--- src/rtl/zpu_io_arbiter_pkg.sv ---
// Shared widths, state encoding and helpers for the ZPU IO/memory bus arbiter.
package zpu_io_arbiter_pkg;

    // Core configuration: word size and highest IO-inclusive address bit.
    localparam int WORD_SIZE           = 32;
    localparam int MAX_ADDR_BIT_INC_IO = 31;

    // grant_id is always two bits wide (up to four requesters).
    localparam int GID_W = 2;

    typedef enum logic [1:0] {
        State_Idle  = 2'd0,
        State_Issue = 2'd1,
        State_Wait  = 2'd2,
        State_Done  = 2'd3
    } state_t;

    // Width of an internal port index for n requesters (n in 2..4).
    function automatic int idx_w(input int n);
        return (n > 2) ? 2 : 1;
    endfunction

endpackage

--- src/rtl/zpu_io_arbiter_rr_pick.sv ---
// Combinational round-robin picker: first pending port strictly after the pointer, wrapping.
module zpu_rr_pick #(
    parameter int NREQ = 2,
    parameter int IW   = 1
) (
    input  logic [NREQ-1:0] pending_i,
    input  logic [IW-1:0]   ptr_i,
    output logic [IW-1:0]   grant_o,
    output logic            valid_o
);

    // Scan from the farthest offset down so the nearest pending port after the pointer is written last.
    always_comb begin
        grant_o = '0;
        valid_o = 1'b0;
        for (int k = NREQ; k >= 1; k--) begin
            if (pending_i[(int'(ptr_i) + k) % NREQ]) begin
                grant_o = IW'((int'(ptr_i) + k) % NREQ);
                valid_o = 1'b1;
            end
        end
    end

endmodule

--- src/rtl/zpu_io_arbiter.sv ---
// Round-robin arbiter sharing one external IO bus between NREQ strobe-based requesters,
// with per-port request latches, one-at-a-time bus sequencing and a WAIT watchdog.
module zpu_io_arbiter
    import zpu_io_arbiter_pkg::*;
#(
    parameter int                NREQ    = 2,
    parameter int                ADDR_W  = MAX_ADDR_BIT_INC_IO + 1,
    parameter int                WORD_W  = WORD_SIZE,
    parameter int                TIMEOUT = 255,
    parameter logic [WORD_W-1:0] TO_DATA = 32'hDEADBEEF
) (
    input  logic                     clk,
    input  logic                     areset,
    input  logic [NREQ-1:0]          req_re,
    input  logic [NREQ-1:0]          req_we,
    input  logic [NREQ*ADDR_W-1:0]   req_addr,
    input  logic [NREQ*WORD_W-1:0]   req_wdata,
    output logic [NREQ-1:0]          req_busy,
    output logic [WORD_W-1:0]        req_rdata,
    output logic                     ext_re,
    output logic                     ext_we,
    output logic [ADDR_W-1:0]        ext_addr,
    output logic [WORD_W-1:0]        ext_wdata,
    input  logic [WORD_W-1:0]        ext_rdata,
    input  logic                     ext_busy,
    output logic [GID_W-1:0]         grant_id,
    output logic                     err_timeout,
    output logic                     err_overrun,
    input  logic                     err_clr
);

    localparam int IW = idx_w(NREQ);
    localparam int TW = (TIMEOUT > 0) ? $clog2(TIMEOUT + 1) : 1;
    localparam logic [TW-1:0] TO_LAST = TW'((TIMEOUT > 0) ? TIMEOUT - 1 : 0);

    state_t                         state_q, state_d;
    logic [NREQ-1:0]                pend_q, pend_d;
    logic [NREQ-1:0]                wr_q, wr_d;
    logic [NREQ-1:0][ADDR_W-1:0]    addr_q, addr_d;
    logic [NREQ-1:0][WORD_W-1:0]    wdat_q, wdat_d;
    logic [IW-1:0]                  rr_q, rr_d;
    logic [GID_W-1:0]               gid_q, gid_d;
    logic [TW-1:0]                  timer_q, timer_d;
    logic [NREQ-1:0]                busy_q, busy_d;
    logic [WORD_W-1:0]              rdata_q, rdata_d;
    logic                           ext_re_q, ext_re_d, ext_we_q, ext_we_d;
    logic [ADDR_W-1:0]              ext_addr_q, ext_addr_d;
    logic [WORD_W-1:0]              ext_wdata_q, ext_wdata_d;
    logic                           eto_q, eto_d, eov_q, eov_d;

    logic [IW-1:0] pick;
    logic          pick_vld;
    logic [IW-1:0] gsel;
    logic          timeout_hit;

    assign gsel        = gid_q[IW-1:0];
    assign timeout_hit = (TIMEOUT != 0) && (timer_q == TO_LAST);

    zpu_rr_pick #(.NREQ(NREQ), .IW(IW)) u_pick (
        .pending_i (pend_q),
        .ptr_i     (rr_q),
        .grant_o   (pick),
        .valid_o   (pick_vld)
    );

    // State and datapath registers; reset aborts any transaction without a completion pulse.
    always_ff @(posedge clk) begin
        if (areset) begin
            state_q     <= State_Idle;
            pend_q      <= '0;
            wr_q        <= '0;
            addr_q      <= '0;
            wdat_q      <= '0;
            rr_q        <= IW'(NREQ - 1);
            gid_q       <= '0;
            timer_q     <= '0;
            busy_q      <= '1;
            rdata_q     <= '0;
            ext_re_q    <= 1'b0;
            ext_we_q    <= 1'b0;
            ext_addr_q  <= '0;
            ext_wdata_q <= '0;
            eto_q       <= 1'b0;
            eov_q       <= 1'b0;
        end else begin
            state_q     <= state_d;
            pend_q      <= pend_d;
            wr_q        <= wr_d;
            addr_q      <= addr_d;
            wdat_q      <= wdat_d;
            rr_q        <= rr_d;
            gid_q       <= gid_d;
            timer_q     <= timer_d;
            busy_q      <= busy_d;
            rdata_q     <= rdata_d;
            ext_re_q    <= ext_re_d;
            ext_we_q    <= ext_we_d;
            ext_addr_q  <= ext_addr_d;
            ext_wdata_q <= ext_wdata_d;
            eto_q       <= eto_d;
            eov_q       <= eov_d;
        end
    end

    // Next-state: IDLE -> ISSUE -> WAIT (until ext done or watchdog) -> DONE -> IDLE.
    always_comb begin
        state_d = state_q;
        unique case (state_q)
            State_Idle:  if (pick_vld) state_d = State_Issue;
            State_Issue: state_d = State_Wait;
            State_Wait:  if (!ext_busy || timeout_hit) state_d = State_Done;
            State_Done:  state_d = State_Idle;
            default:     state_d = State_Idle;
        endcase
    end

    // Request capture plus next values of every registered output, one cycle ahead of the state they belong to.
    always_comb begin
        pend_d      = pend_q;
        wr_d        = wr_q;
        addr_d      = addr_q;
        wdat_d      = wdat_q;
        rr_d        = rr_q;
        gid_d       = gid_q;
        timer_d     = timer_q;
        busy_d      = '1;
        rdata_d     = rdata_q;
        ext_re_d    = 1'b0;
        ext_we_d    = 1'b0;
        ext_addr_d  = ext_addr_q;
        ext_wdata_d = ext_wdata_q;
        eto_d       = eto_q & ~err_clr;
        eov_d       = eov_q & ~err_clr;

        // Completion frees the granted slot first, so a strobe in DONE re-arms it rather than overrunning.
        for (int i = 0; i < NREQ; i++) begin
            if (state_q == State_Done && gsel == IW'(i)) pend_d[i] = 1'b0;
            if (req_re[i] || req_we[i]) begin
                if (pend_d[i]) begin
                    eov_d = 1'b1;
                end else begin
                    pend_d[i] = 1'b1;
                    wr_d[i]   = req_we[i];
                    addr_d[i] = req_addr[i*ADDR_W +: ADDR_W];
                    wdat_d[i] = req_wdata[i*WORD_W +: WORD_W];
                end
            end
        end

        unique case (state_q)
            State_Idle: begin
                if (pick_vld) begin
                    rr_d        = pick;
                    gid_d       = GID_W'(pick);
                    ext_we_d    = wr_q[pick];
                    ext_re_d    = ~wr_q[pick];
                    ext_addr_d  = addr_q[pick];
                    ext_wdata_d = wdat_q[pick];
                end
            end
            State_Issue: timer_d = '0;
            State_Wait: begin
                if (!ext_busy) begin
                    if (!wr_q[gsel]) rdata_d = ext_rdata;
                    busy_d[gsel] = 1'b0;
                end else if (timeout_hit) begin
                    rdata_d      = TO_DATA;
                    eto_d        = 1'b1;
                    busy_d[gsel] = 1'b0;
                end else if (timer_q != {TW{1'b1}}) begin
                    timer_d = timer_q + TW'(1);
                end
            end
            default: ;
        endcase
    end

    assign req_busy    = busy_q;
    assign req_rdata   = rdata_q;
    assign ext_re      = ext_re_q;
    assign ext_we      = ext_we_q;
    assign ext_addr    = ext_addr_q;
    assign ext_wdata   = ext_wdata_q;
    assign grant_id    = gid_q;
    assign err_timeout = eto_q;
    assign err_overrun = eov_q;

endmodule

--- config.mk ---
export PLATFORM = sky130hd
export DESIGN_NAME = zpu_io_arbiter
export DESIGN_NICKNAME = d
export VERILOG_FILES = /design/src/rtl/zpu_io_arbiter_pkg.sv /design/src/rtl/zpu_io_arbiter_rr_pick.sv /design/src/rtl/zpu_io_arbiter.sv
export SDC_FILE = /design/constraint.sdc
export NUM_CORES = 1
export LEC_CHECK = 0
export ABC_AREA = 1
export BUFFER_PORTS_ARGS = -buffer_cell sky130_fd_sc_hd__buf_4
export CORE_MARGIN = 3
export CORE_UTILIZATION = 30
export CTS_CLUSTER_DIAMETER = 120
export DETAILED_ROUTE_END_ITERATION = 16
export HOLD_SLACK_MARGIN = 0.12
export PLACE_DENSITY = 0.63
export SETUP_SLACK_MARGIN = 0.5
export SYNTH_ARGS = -nofsm -noshare
export SYNTH_HDL_FRONTEND = slang
export SYNTH_HIERARCHICAL = 1
export SYNTH_SLANG_ARGS = --single-unit
--- constraint.sdc ---
create_clock -name clk -period 2.3 [get_ports clk]
set_input_delay 0.23 -clock clk [delete_from_list [all_inputs] [get_ports clk]]
set_output_delay 0.23 -clock clk [all_outputs]
set_load 0.02 [all_outputs]
==> results of run 1 <==
[Yosys cell counts (2+ instances only)]
| cell | count | area [sq um] |
|---|---|---|
| a21oi_1 | 24 | 120 |
| buf_1 | 5 | 18.8 |
| buf_12 | 2 | 40.0 |
| buf_2 | 29 | 145 |
| buf_4 | 3 | 22.5 |
| buf_6 | 5 | 56.3 |
| clkbuf_1 | 44 | 165 |
| dfxtp_1 | 246 | 4920 |
| ha_1 | 7 | 87.6 |
| inv_1 | 92 | 345 |
| inv_2 | 2 | 7.51 |
| nand2_1 | 177 | 664 |
| nand2_2 | 3 | 18.8 |
| nand2_4 | 3 | 33.8 |
| nand3_1 | 78 | 390 |
| nor2_1 | 337 | 1260 |
| nor2_2 | 3 | 18.8 |
| nor3_1 | 3 | 15.0 |
| o211ai_1 | 64 | 480 |
| o21ai_0 | 155 | 776 |
[final cells by class]
type                            count  area [sq um]  area share, %
Sequential cell                   246          4920           33.6
Multi-Input combinational cell    863          3980           27.1
Timing Repair Buffer              454          3940           26.9
Clock buffer                       41           831           5.67
Tap cell                          402           503           3.43
Inverter                           96           378           2.58
Clock inverter                      7           110          0.751
[what timing repair did]
item,CTS,global route
gates resized for setup,0,5
hold endpoints to repair,175,0
buffers inserted,0,0
endpoints found under the setup margin,0,84
hold buffers,167,0
[final timing paths]
path                                                 to  slack [ps]  depth (start not counted)
worst min register to register   err_timeout$_SDFF_PP0_         470                          2
worst min-delay path            addr_q[25]$_SDFFE_PP0P_         460                          4
worst max-delay path               wr_q[1]$_SDFFE_PP0P_         630                          8
worst max register to register  wdat_q[52]$_SDFFE_PP0P_         630                          7
[power by group through the flow]
stage / Sequential (W) / Combinational [W] / Clock [W]
after floorplan: 0.00624 / 0.00210 / 0
after global placement: 0.00567 / 0.00444 / 0
after detailed placement: 0.00567 / 0.00450 / 0
after CTS: 0.00560 / 0.00475 / 0.00468
after global routing: 0.00569 / 0.00523 / 0.00486
final: 0.00560 / 0.00473 / 0.00456
[registers in the layout (all words and copies together), names as in the netlist]
signal       count
req_rdata       32
rr_q             1
grant_id         1
addr_q          64
state_q          2
err_overrun      1
ext_re           1
ext_addr        32
wr_q             2
ext_we           1
req_busy         2
timer_q          8
wdat_q          64
err_timeout      1
ext_wdata       32
pend_q           2
[critical path, delay by kind of cell]
family | cells | cell delay [ps]
buffers and inverters | 4 | 1220
AND/OR/NAND/NOR | 2 | 420
AO/OA/AOI/OAI | 2 | 220
[logic make-up after synthesis]
logic type | after synthesis
compound gates | 245
fa+ha+maj | 7
buf+inv | 184
flops | 246
mux | 1
other cells | 1
simple gates | 609
[per-stage QoR]
| stage | utilization (%) | hold slack (ps) | power, W | worst slack, ps | instance area, sq um |
|---|---|---|---|---|---|
| detailed placement | 38.0 | 458 | 0.0102 | 509 | 12000 |
| global route | 46.2 | 465 | 0.0158 | 495 | 14700 |
| floorplan | - | 357 | 0.00834 | 841 | 9690 |
| finish | 46.2 | 460 | 0.0149 | 626 | 14700 |
| CTS | 46.2 | 430 | 0.0150 | 502 | 14700 |
| global placement | 38.0 | 451 | 0.0101 | 520 | 12000 |
[placed cells by master (no fill, tap or decap), types with 29 or more instances in the layout]
| cell type | n |
|---|---|
| nor2_1 | 337 |
| buf_4 | 278 |
| dfxtp_1 | 246 |
| nand2_1 | 177 |
| dlygate4sd3_1 | 167 |
| o21ai_0 | 155 |
| inv_1 | 89 |
| nand3_1 | 78 |
| o211ai_1 | 64 |
| clkbuf_16 | 29 |
[routing by layer]
layer / vias up / global-route usage [%]
li1: 4942 / -
met1: 4523 / 21.8
met2: 333 / 30.0
met3: 75 / 2.97
met4: 2 / 6.73
met5: - / 0
==> flow_summary.json, run 1 <==
{
  "status": "finished, final reports clean",
  "critPathSlowestCell": "dlygate4sd3_1",
  "dp_hpwl_mm": 19.2,
  "syn-cell-area_sq_um": 9690,
  "synth_cell_types": 31,
  "core_area_sq_um": 31700,
  "clock_path_buffers": 3,
  "max_freq_mhz": 597,
  "drc_errors": 0,
  "worstPathMaxFanout": 43,
  "die_h_um": 186,
  "numCtsBuffers": 28,
  "drt_iter0_drc": 413,
  "wl_met2_mm": 14.7,
  "top_layer_used": "met5",
  "io_buffers": 270,
  "synth_ff_type": "dfxtp_1",
  "timing.rr.start": "state_q[1]$_SDFFE_PP0P_",
  "layout-drive-gt1-share_pct": 20.6,
  "grt_pass1_wl_mm": 49.2,
  "hp-start": "req_addr[25]",
  "core.rowCount": 65,
  "grt_start_max_net_pins": 75,
  "synthXorXnorAreaFrac_pct": 0,
  "p_leak_nw": 6.82,
  "synth_compound_area_share_pct": 14.4,
  "p_seq_share_pct": 37.6,
  "fillerInstances": 2981,
  "met1Wirelength_mm": 13.9,
  "p_int_w": 0.00984,
  "detailroute.via_count": 9875,
  "syn_inst": 1293,
  "synth-edff-count": 0,
  "first_pass_iters": 5,
  "cts_tree": "yes",
  "nNetsFinal": 1864,
  "ant_nets": 0,
  "start_util_pct": 30.5,
  "crit_type": "primary input to flip-flop",
  "startpoint_type": "primary input",
  "synth-seq-cells": 246,
  "p_per_area_nw_per_um2": 1020,
  "clkLatencyLatePin_ps": 540,
  "critPathArrivalTime_ps": 2140,
  "clockPowerShare_pct": 30.6,
  "die_width_um": 186,
  "fin_skew_ps": 15.1,
  "syn_nets": 1468,
  "cp_cell_sequence": "dlygate4sd3_1, buf_4, nor2_1, a21oi_4, inv_4, buf_12, nand2_1, a21oi_1",
  "dp_cells": 1894,
  "clkSinkCount": 246,
  "gr-total-overflow": 0,
  "ioPinCount": 272,
  "fin_crit_sh_pct": 72.8,
  "worstSetupStartpoint": "req_we[1]",
  "swShare_pct": 33.9,
  "ys_seq_area_share_pct": 50.8,
  "yosysWarningCount": 6,
  "critPathMaxStageDelay_ps": 550,
  "instances_no_fill": 2109,
  "end_kind": "flip-flop",
  "ir_worst_vdd_uv": 621,
  "wirelength_mm": 31.5,
  "setup_viol": 0,
  "htree_levels": 1,
  "clkTransAtPathRegs_ps": 60,
  "finalSetupTns_ps": 0,
  "diodes": 0,
  "grt_pass1_vias": 9747,
  "routedWlPerCell_um": 14.9,
  "cts_root_buf": "clkbuf_16",
  "synth_top_family_by_area": "simple AND/OR/NAND/NOR gates",
  "final_period_minus_worst_setup_slack_ps": 1670,
  "maxCapViolCount": 0,
  "antenna_found_initial": 1,
  "dr_wl_met3_mm": 1.68,
  "synth_fa_ha_area_share_pct": 0.904,
  "hold_viol_final": 0,
  "rsz0062_at_grt": "true",
  "synth-simple-area-share_pct": 25.3,
  "ys_async_sr_fraction_pct": 0,
  "hold_path_class": "primary input to flip-flop",
  "switching_power_w": 0.00506,
  "syn2layout_area_growth_pct": 51.4,
  "die_area_sq_um": 34500,
  "syn_area_per_cell_sq_um": 7.49,
  "drv_slew": 0,
  "worstPathRequired_ps": 2760,
  "synthMuxAreaShare_pct": 0.103,
  "vias_per_cell": 4.68,
  "place_congestion": 0.823,
  "grt_util_all_layers_pct": 17.4,
  "combPwrFrac_pct": 31.8
}
No activity file was read; power rests on OpenSTA's default activity.
==> inputs of run 2 (changes only) <==
Settings changed: PLACE_DENSITY 0.63 to 0.65.
Clock period 2.3 ns to 1.5 ns, I/O delays scaled along.
==> run 2 against run 1 <==
Compared with the run above: the run now ends with setup timing left; worst hold slack worse by 420 ps; non-clock buffer count increased by 84; wire length increased by 32%; global-route usage grew 3.3 points; clock skew fell by 2.3 ps; combinational power grew to 2.6 times the previous value; final cell count increased by 4.6%; die area is the same; largest power group is now combinational cells; total power rose by 86%; sequential power rose by 56%.
==> flow_summary.json, run 2 (synthesized netlist as in run 1, its figures left out) <==
{
  "status": "complete, but fails checks",
  "violations": "setup timing",
  "grt_pass1_wl_mm": 57.3,
  "clockPowerShare_pct": 24.9,
  "antenna_found_initial": 2,
  "p_int_w": 0.0178,
  "detailroute.via_count": 10846,
  "die_area_sq_um": 34500,
  "p_per_area_nw_per_um2": 1610,
  "cts_tree": "yes",
  "mostFrequentLayoutCells": "buf_4 (293), nor2_1 (278), dfxtp_1 (235), dlygate4sd3_1 (164), nand2_1 (145)",
  "worstPathMaxFanout": 32,
  "hold_path_class": "primary input to flip-flop",
  "ant_nets": 0,
  "critPathMaxStageDelay_ps": 400,
  "p_leak_nw": 7.91,
  "design_area_sq_um": 17300,
  "htree_levels": 1,
  "nNetsFinal": 1955,
  "critPathSlowestCell": "dfxtp_4",
  "setup_viol": 3,
  "swShare_pct": 35.9,
  "grt_start_max_net_pins": 65,
  "grt_util_all_layers_pct": 20.7,
  "maxCapViolCount": 0,
  "numCtsBuffers": 29,
  "reg_top3": "addr_q x64, wdat_q x64",
  "clock_path_buffers": 3,
  "clkLatencyLatePin_ps": 540,
  "first_pass_iters": 7,
  "drc_errors": 0,
  "routedWlPerCell_um": 18.9,
  "vias_per_cell": 4.92,
  "cts_root_buf": "clkbuf_16",
  "layout_commonest_cell": "buf_4",
  "fin_skew_ps": 12.8,
  "combPwrFrac_pct": 43.6,
  "ir_worst_vdd_uv": 934,
  "fin_crit_sh_pct": 102,
  "core_area_sq_um": 31700,
  "crit_type": "flip-flop to flip-flop",
  "cp.buffers_inverters": 1,
  "start_util_pct": 30.5,
  "final_util_pct": 54.5,
  "core.rowCount": 65,
  "layout-drive-gt1-share_pct": 35.3,
  "hold_buffers": 164,
  "multiInputGateArea_sq_um": 4830,
  "critPathArrivalTime_ps": 1990,
  "clkTransAtPathRegs_ps": 60,
  "die_h_um": 186,
  "startpoint_type": "flip-flop",
  "syn2layout_area_growth_pct": 78.5,
  "register_area_sq_um": 4960,
  "fin_ws_ps": -32.6,
  "dp_hpwl_mm": 20.1,
  "fillerInstances": 2733,
  "clkSinkCount": 246,
  "p_seq_share_pct": 31.5,
  "path_delay_family": "flip-flops",
  "end_kind": "flip-flop",
  "max_freq_mhz": 652,
  "wirelength_mm": 41.7,
  "die_width_um": 186,
  "grt_pass1_vias": 10875,
  "cp_cell_sequence": "ha_4, a21boi_4, nor2_4, buf_12, o21ai_1, nor2_1",
  "final_period_minus_worst_setup_slack_ps": 1530,
  "worstPathRequired_ps": 1960,
  "io_buffers": 270,
  "rsz0062_at_grt": "true",
  "drv_slew": 0,
  "place_congestion": 0.815,
  "gr-total-overflow": 0,
  "ioPinCount": 272,
  "drt_iter0_drc": 624,
  "hold_viol_final": 0,
  "place_area_sq_um": 12400,
  "switching_power_w": 0.00996
}
-- run 2: cell types whose count changed in the layout (fill, tap and decap cells not counted), moves of 23 or more --
cell     previous run  this run
nor2_2              2        46
o21ai_1             0        60
nand2_1           177       145
nand3_1            78        55
o21ai_2             0        37
o21ai_0           155        56
nor2_1            337       278
-- run 2: final timing paths --
kind                                  to                      from  slack (ps)  depth (start not counted)
hold / removal      pend_q[1]$_SDFF_PP0_                 req_re[1]          40                          4
setup / recovery  addr_q[8]$_SDFFE_PP0P_   state_q[1]$_SDFFE_PP0P_         -30                          6
setup reg to reg  addr_q[8]$_SDFFE_PP0P_   state_q[1]$_SDFFE_PP0P_         -30                          6
hold reg to reg   req_busy[1]$_SDFF_PP1_  grant_id[0]$_SDFFE_PP0N_         470                          1
-- run 2: routing by layer --
layer  global-route usage, %  part of all wire, %
met1                    24.4                   40
met2                    36.4                   50
met3                    4.20                  6.5
met4                    9.26                  4.0
met5                       0                0.017
-- run 2: cell type report --
class | count | share of cell area [%]
clock inverter | 7 | 0.376
tap | 402 | 2.91
multi-input combinational | 864 | 27.9
antenna | 1 | 0.0145
sequential | 246 | 28.7
clock buffer | 46 | 5.09
timing repair inverter | 5 | 0.485
timing repair buffer | 538 | 32.1
inverter | 96 | 2.42
-- run 2: worst min-delay path, stage by stage --
cell	delay, ps
buf_4	70
nor2_1	30
buf_4	140
a21oi_1	130
-- run 2: per-stage QoR --
step	total power [W]	hold slack [ps]	worst slack (ps)	instances	setup TNS, ps
floorplan	0.0135	273	194	1293	0
global placement	0.0160	370	22.9	1909	0
detailed placement	0.0161	377	-3.99	1909	-9.96
CTS	0.0262	14.1	27.7	2174	0
global route	0.0291	44.2	-98.4	2205	-2260
finish	0.0278	35.5	-32.6	2205	-82.2
-- run 2: timing repair --
action | 4_1_cts | 5_1_grt
pin swaps | 22 | 43
setup endpoints to repair | 348 | 348
gates resized for setup | 114 | 198
cloned | 24 | 20
endpoints found under the hold margin | 180 | 6
setup buffers | 24 | 10
-- run 2: power groups by stage --
stage	combinational [W]	clock, W	sequential (W)
2_1_floorplan	0.00389	0	0.00964
6_report	0.0121	0.00691	0.00875
3_3_place_gp	0.00726	0	0.00873
3_5_place_dp	0.00738	0	0.00875
4_1_cts	0.0104	0.00708	0.00866
5_1_grt	0.0129	0.00733	0.00888
==> inputs of run 3 (changes only) <==
Settings changed: SYNTH_HIERARCHICAL 1 to not set.
==> run 3 against run 2 <==
Compared with the run above: the run ends with hold timing, setup timing left; synthesized area fell by 0.75%; sequential power down 5.9%; critical path type unchanged; clock skew shrank 3.1 ps; register-to-register slack lost 70 ps; wire length is 7.9% higher; via count is 5.0% higher; largest power group unchanged.
==> flow_summary.json, run 3 <==
{
  "status": "complete, but fails checks",
  "violations": "hold timing, setup timing",
  "reg_top3": "addr_q x64, wdat_q x64",
  "crit_type": "flip-flop to flip-flop",
  "instances_no_fill": 2253,
  "dp_cells": 1914,
  "clkTransAtPathRegs_ps": 60,
  "numCtsBuffers": 28,
  "start_util_pct": 30.9,
  "synth-seq-cells": 246,
  "rsz0062_at_grt": "true",
  "p_int_w": 0.0170,
  "htree_levels": 1,
  "synthTopCellsByArea": "dfxtp_1 (51%), nor2_1 (12%), nand2_1 (7.8%)",
  "setup_viol": 6,
  "drv_slew": 0,
  "ir_worst_vdd_uv": 1050,
  "timing.rr.start": "state_q[0]$_SDFFE_PP0P_",
  "core.rowCount": 64,
  "clkLatencyLatePin_ps": 540,
  "die_h_um": 185,
  "syn_inst": 1292,
  "hold_buffers": 170,
  "ys_seq_area_share_pct": 51.2,
  "end_kind": "flip-flop",
  "antenna_found_initial": 2,
  "routedWlPerCell_um": 20.0,
  "synth-edff-count": 0,
  "p_seq_share_pct": 30.8,
  "clkSinkCount": 246,
  "die_area_sq_um": 34200,
  "critPathSlowestCell": "dfxtp_4",
  "cts_tree": "yes",
  "design_area_sq_um": 19000,
  "fin_skew_ps": 9.67,
  "hold_path_class": "primary input to flip-flop",
  "p_leak_nw": 8.02,
  "synth_top_cell_by_area": "dfxtp_1",
  "slew_headroom_pct": 54.4,
  "grt_pass1_wl_mm": 53.1,
  "gr-total-overflow": 0,
  "startpoint_type": "flip-flop",
  "syn-cell-area_sq_um": 9620,
  "first_pass_iters": 5,
  "synth_most_common_cell": "nor2_1",
  "synth_ff_type": "dfxtp_1",
  "syn_area_per_cell_sq_um": 7.44,
  "final_util_pct": 61.3,
  "drt_iter0_drc": 647,
  "max_freq_mhz": 625,
  "detailroute.via_count": 11393,
  "maxCapViolCount": 0,
  "layout-drive-gt1-share_pct": 51.6,
  "critPathArrivalTime_ps": 2010,
  "worstSetupStartpoint": "state_q[0]$_SDFFE_PP0P_",
  "wirelength_mm": 45.0,
  "worstPathRequired_ps": 1910,
  "worstMarginPinSlew_ps": 684,
  "drc_errors": 0,
  "clock_path_buffers": 3,
  "cp_cell_sequence": "inv_6, ha_4, nand4_1, buf_12, o21ai_1, nor2_1",
  "p_per_area_nw_per_um2": 1400,
  "syn_nets": 1467,
  "place_area_sq_um": 12600,
  "fin_crit_sh_pct": 107,
  "place_congestion": 0.821,
  "mostFrequentLayoutCells": "nor2_1 (263), buf_4 (244), dlygate4sd3_1 (170), nand2_1 (143), dfxtp_1 (135)",
  "switching_power_w": 0.00974,
  "nNetsFinal": 2010,
  "synth_cell_types": 32,
  "syn2layout_area_growth_pct": 98.0,
  "fillerInstances": 2290,
  "dp_hpwl_mm": 20.8,
  "layout_commonest_cell": "nor2_1",
  "combPwrFrac_pct": 44.3,
  "r2r-end": "req_rdata[13]$_SDFFE_PP0P_",
  "swShare_pct": 36.5,
  "vias_per_cell": 5.06,
  "synth_top_area_share_pct": 51.2,
  "ioPinCount": 272,
  "grt_start_max_net_pins": 59,
  "hold_viol_final": 1,
  "ys_top_cells_by_count": "nor2_1 (296), dfxtp_1 (246), nand2_1 (201)",
  "die_width_um": 185,
  "critPathMaxStageDelay_ps": 370,
  "crit_end": "req_rdata[13]$_SDFFE_PP0P_",
  "cts_root_buf": "clkbuf_16",
  "clockPowerShare_pct": 24.9,
  "grt_util_all_layers_pct": 19.2,
  "grt_pass1_vias": 10276,
  "reg2regPathDepth": 6,
  "final_period_minus_worst_setup_slack_ps": 1600,
  "io_buffers": 270,
  "worst_hold_slack_ps": -98.4,
  "r2r_slack_ps": -100,
  "fin_ws_ps": -100,
  "core_area_sq_um": 31100,
  "ant_nets": 0,
  "ys_async_sr_fraction_pct": 0,
  "yosysWarningCount": 0,
  "worstPathMaxFanout": 32
}
-- run 3: changes by cell type after synthesis, sizes merged, moves of 9 or more --
cell | previous run | this run
buf | 44 | 53
a21oi | 24 | 150
o21ai | 155 | 182
o211ai | 64 | 1
clkbuf | 44 | 35
nand2 | 183 | 207
nand3 | 79 | 17
inv | 95 | 62
nor2 | 341 | 320
-- run 3: critical path, delay by kind of cell (launching register included) --
kind / cells / cell delay (ps)
DFF: 1 / 370
AOI/OAI and AO/OA: 1 / 350
buffers and inverters: 2 / 290
and+or+nand+nor: 2 / 250
adders and majority gates: 1 / 200
-- run 3: stage by stage --
step | power [W] | hold slack, ps | setup slack [ps] | setup TNS, ps
2_1_floorplan | 0.0123 | 273 | 161 | 0
3_3_place_gp | 0.0142 | 371 | -45.2 | -2110
3_5_place_dp | 0.0143 | 378 | -84.5 | -4450
4_1_cts | 0.0217 | -88.9 | 83.7 | 0
5_1_grt | 0.0278 | -97.3 | -152 | -1040
6_report | 0.0267 | -98.4 | -100 | -226
-- run 3: power groups by stage --
stage / clock network [W] / logic [W] / registers, W
after floorplan: 0 / 0.00378 / 0.00854
after global placement: 0 / 0.00616 / 0.00807
after detailed placement: 0 / 0.00623 / 0.00809
after CTS: 0.00672 / 0.00705 / 0.00796
after global routing: 0.00700 / 0.0124 / 0.00830
final: 0.00665 / 0.0118 / 0.00823
-- run 3: cell families after synthesis --
group                    count (synthesis)  share of synthesized area, %
other                                    1                        0.0390
AND/OR/NAND/NOR                        551                          22.8
buffers and inverters                  150                          7.33
AO/OA/AOI/OAI                          336                          17.6
adder cells (fa/ha/maj)                  7                         0.911
XOR/XNOR                                 1                        0.0911
flip-flops                             246                          51.2
-- run 3: worst min-delay path by stage --
stage                       from                      end  slack [ps]  cells past startpoint
global route           req_re[0]     pend_q[0]$_SDFF_PP0_        -100                      3
finish                 req_re[0]     pend_q[0]$_SDFF_PP0_        -100                      3
detailed placement  req_addr[39]  addr_q[39]$_SDFFE_PP0P_         380                      3
floorplan               ext_busy   req_busy[0]$_SDFF_PP1_         270                      2
CTS                    req_re[0]     pend_q[0]$_SDFF_PP0_         -90                      3
global placement    req_addr[45]  addr_q[45]$_SDFFE_PP0P_         370                      3
-- run 3: timing repair --
action	4_1_cts	5_1_grt
setup endpoints to repair	347	349
gates cloned	5	37
pin swaps	6	66
setup buffers	9	66
endpoints found under the hold margin	176	2
resized for setup	68	614
-- run 3: cell type report --
| class | instances | area, sq um | area share [%] |
|---|---|---|---|
| repair buffers | 594 | 6250 | 32.9 |
| clock inverters | 4 | 25.0 | 0.131 |
| repair inverters | 5 | 91.3 | 0.480 |
| clock buffers | 46 | 861 | 4.52 |
| diodes | 2 | 5.00 | 0.0263 |
| inverters | 62 | 328 | 1.72 |
| flip-flops and latches | 246 | 5080 | 26.7 |
| multi-input cells | 898 | 5890 | 31.0 |
| well taps | 396 | 495 | 2.60 |
-- run 3: metal layers --
metal / GRT usage, % / wire (um)
met1: 23.6 / 17300
met2: 33.9 / 22500
met3: 3.77 / 3240
met4: 5.88 / 1990
met5: 0 / 0
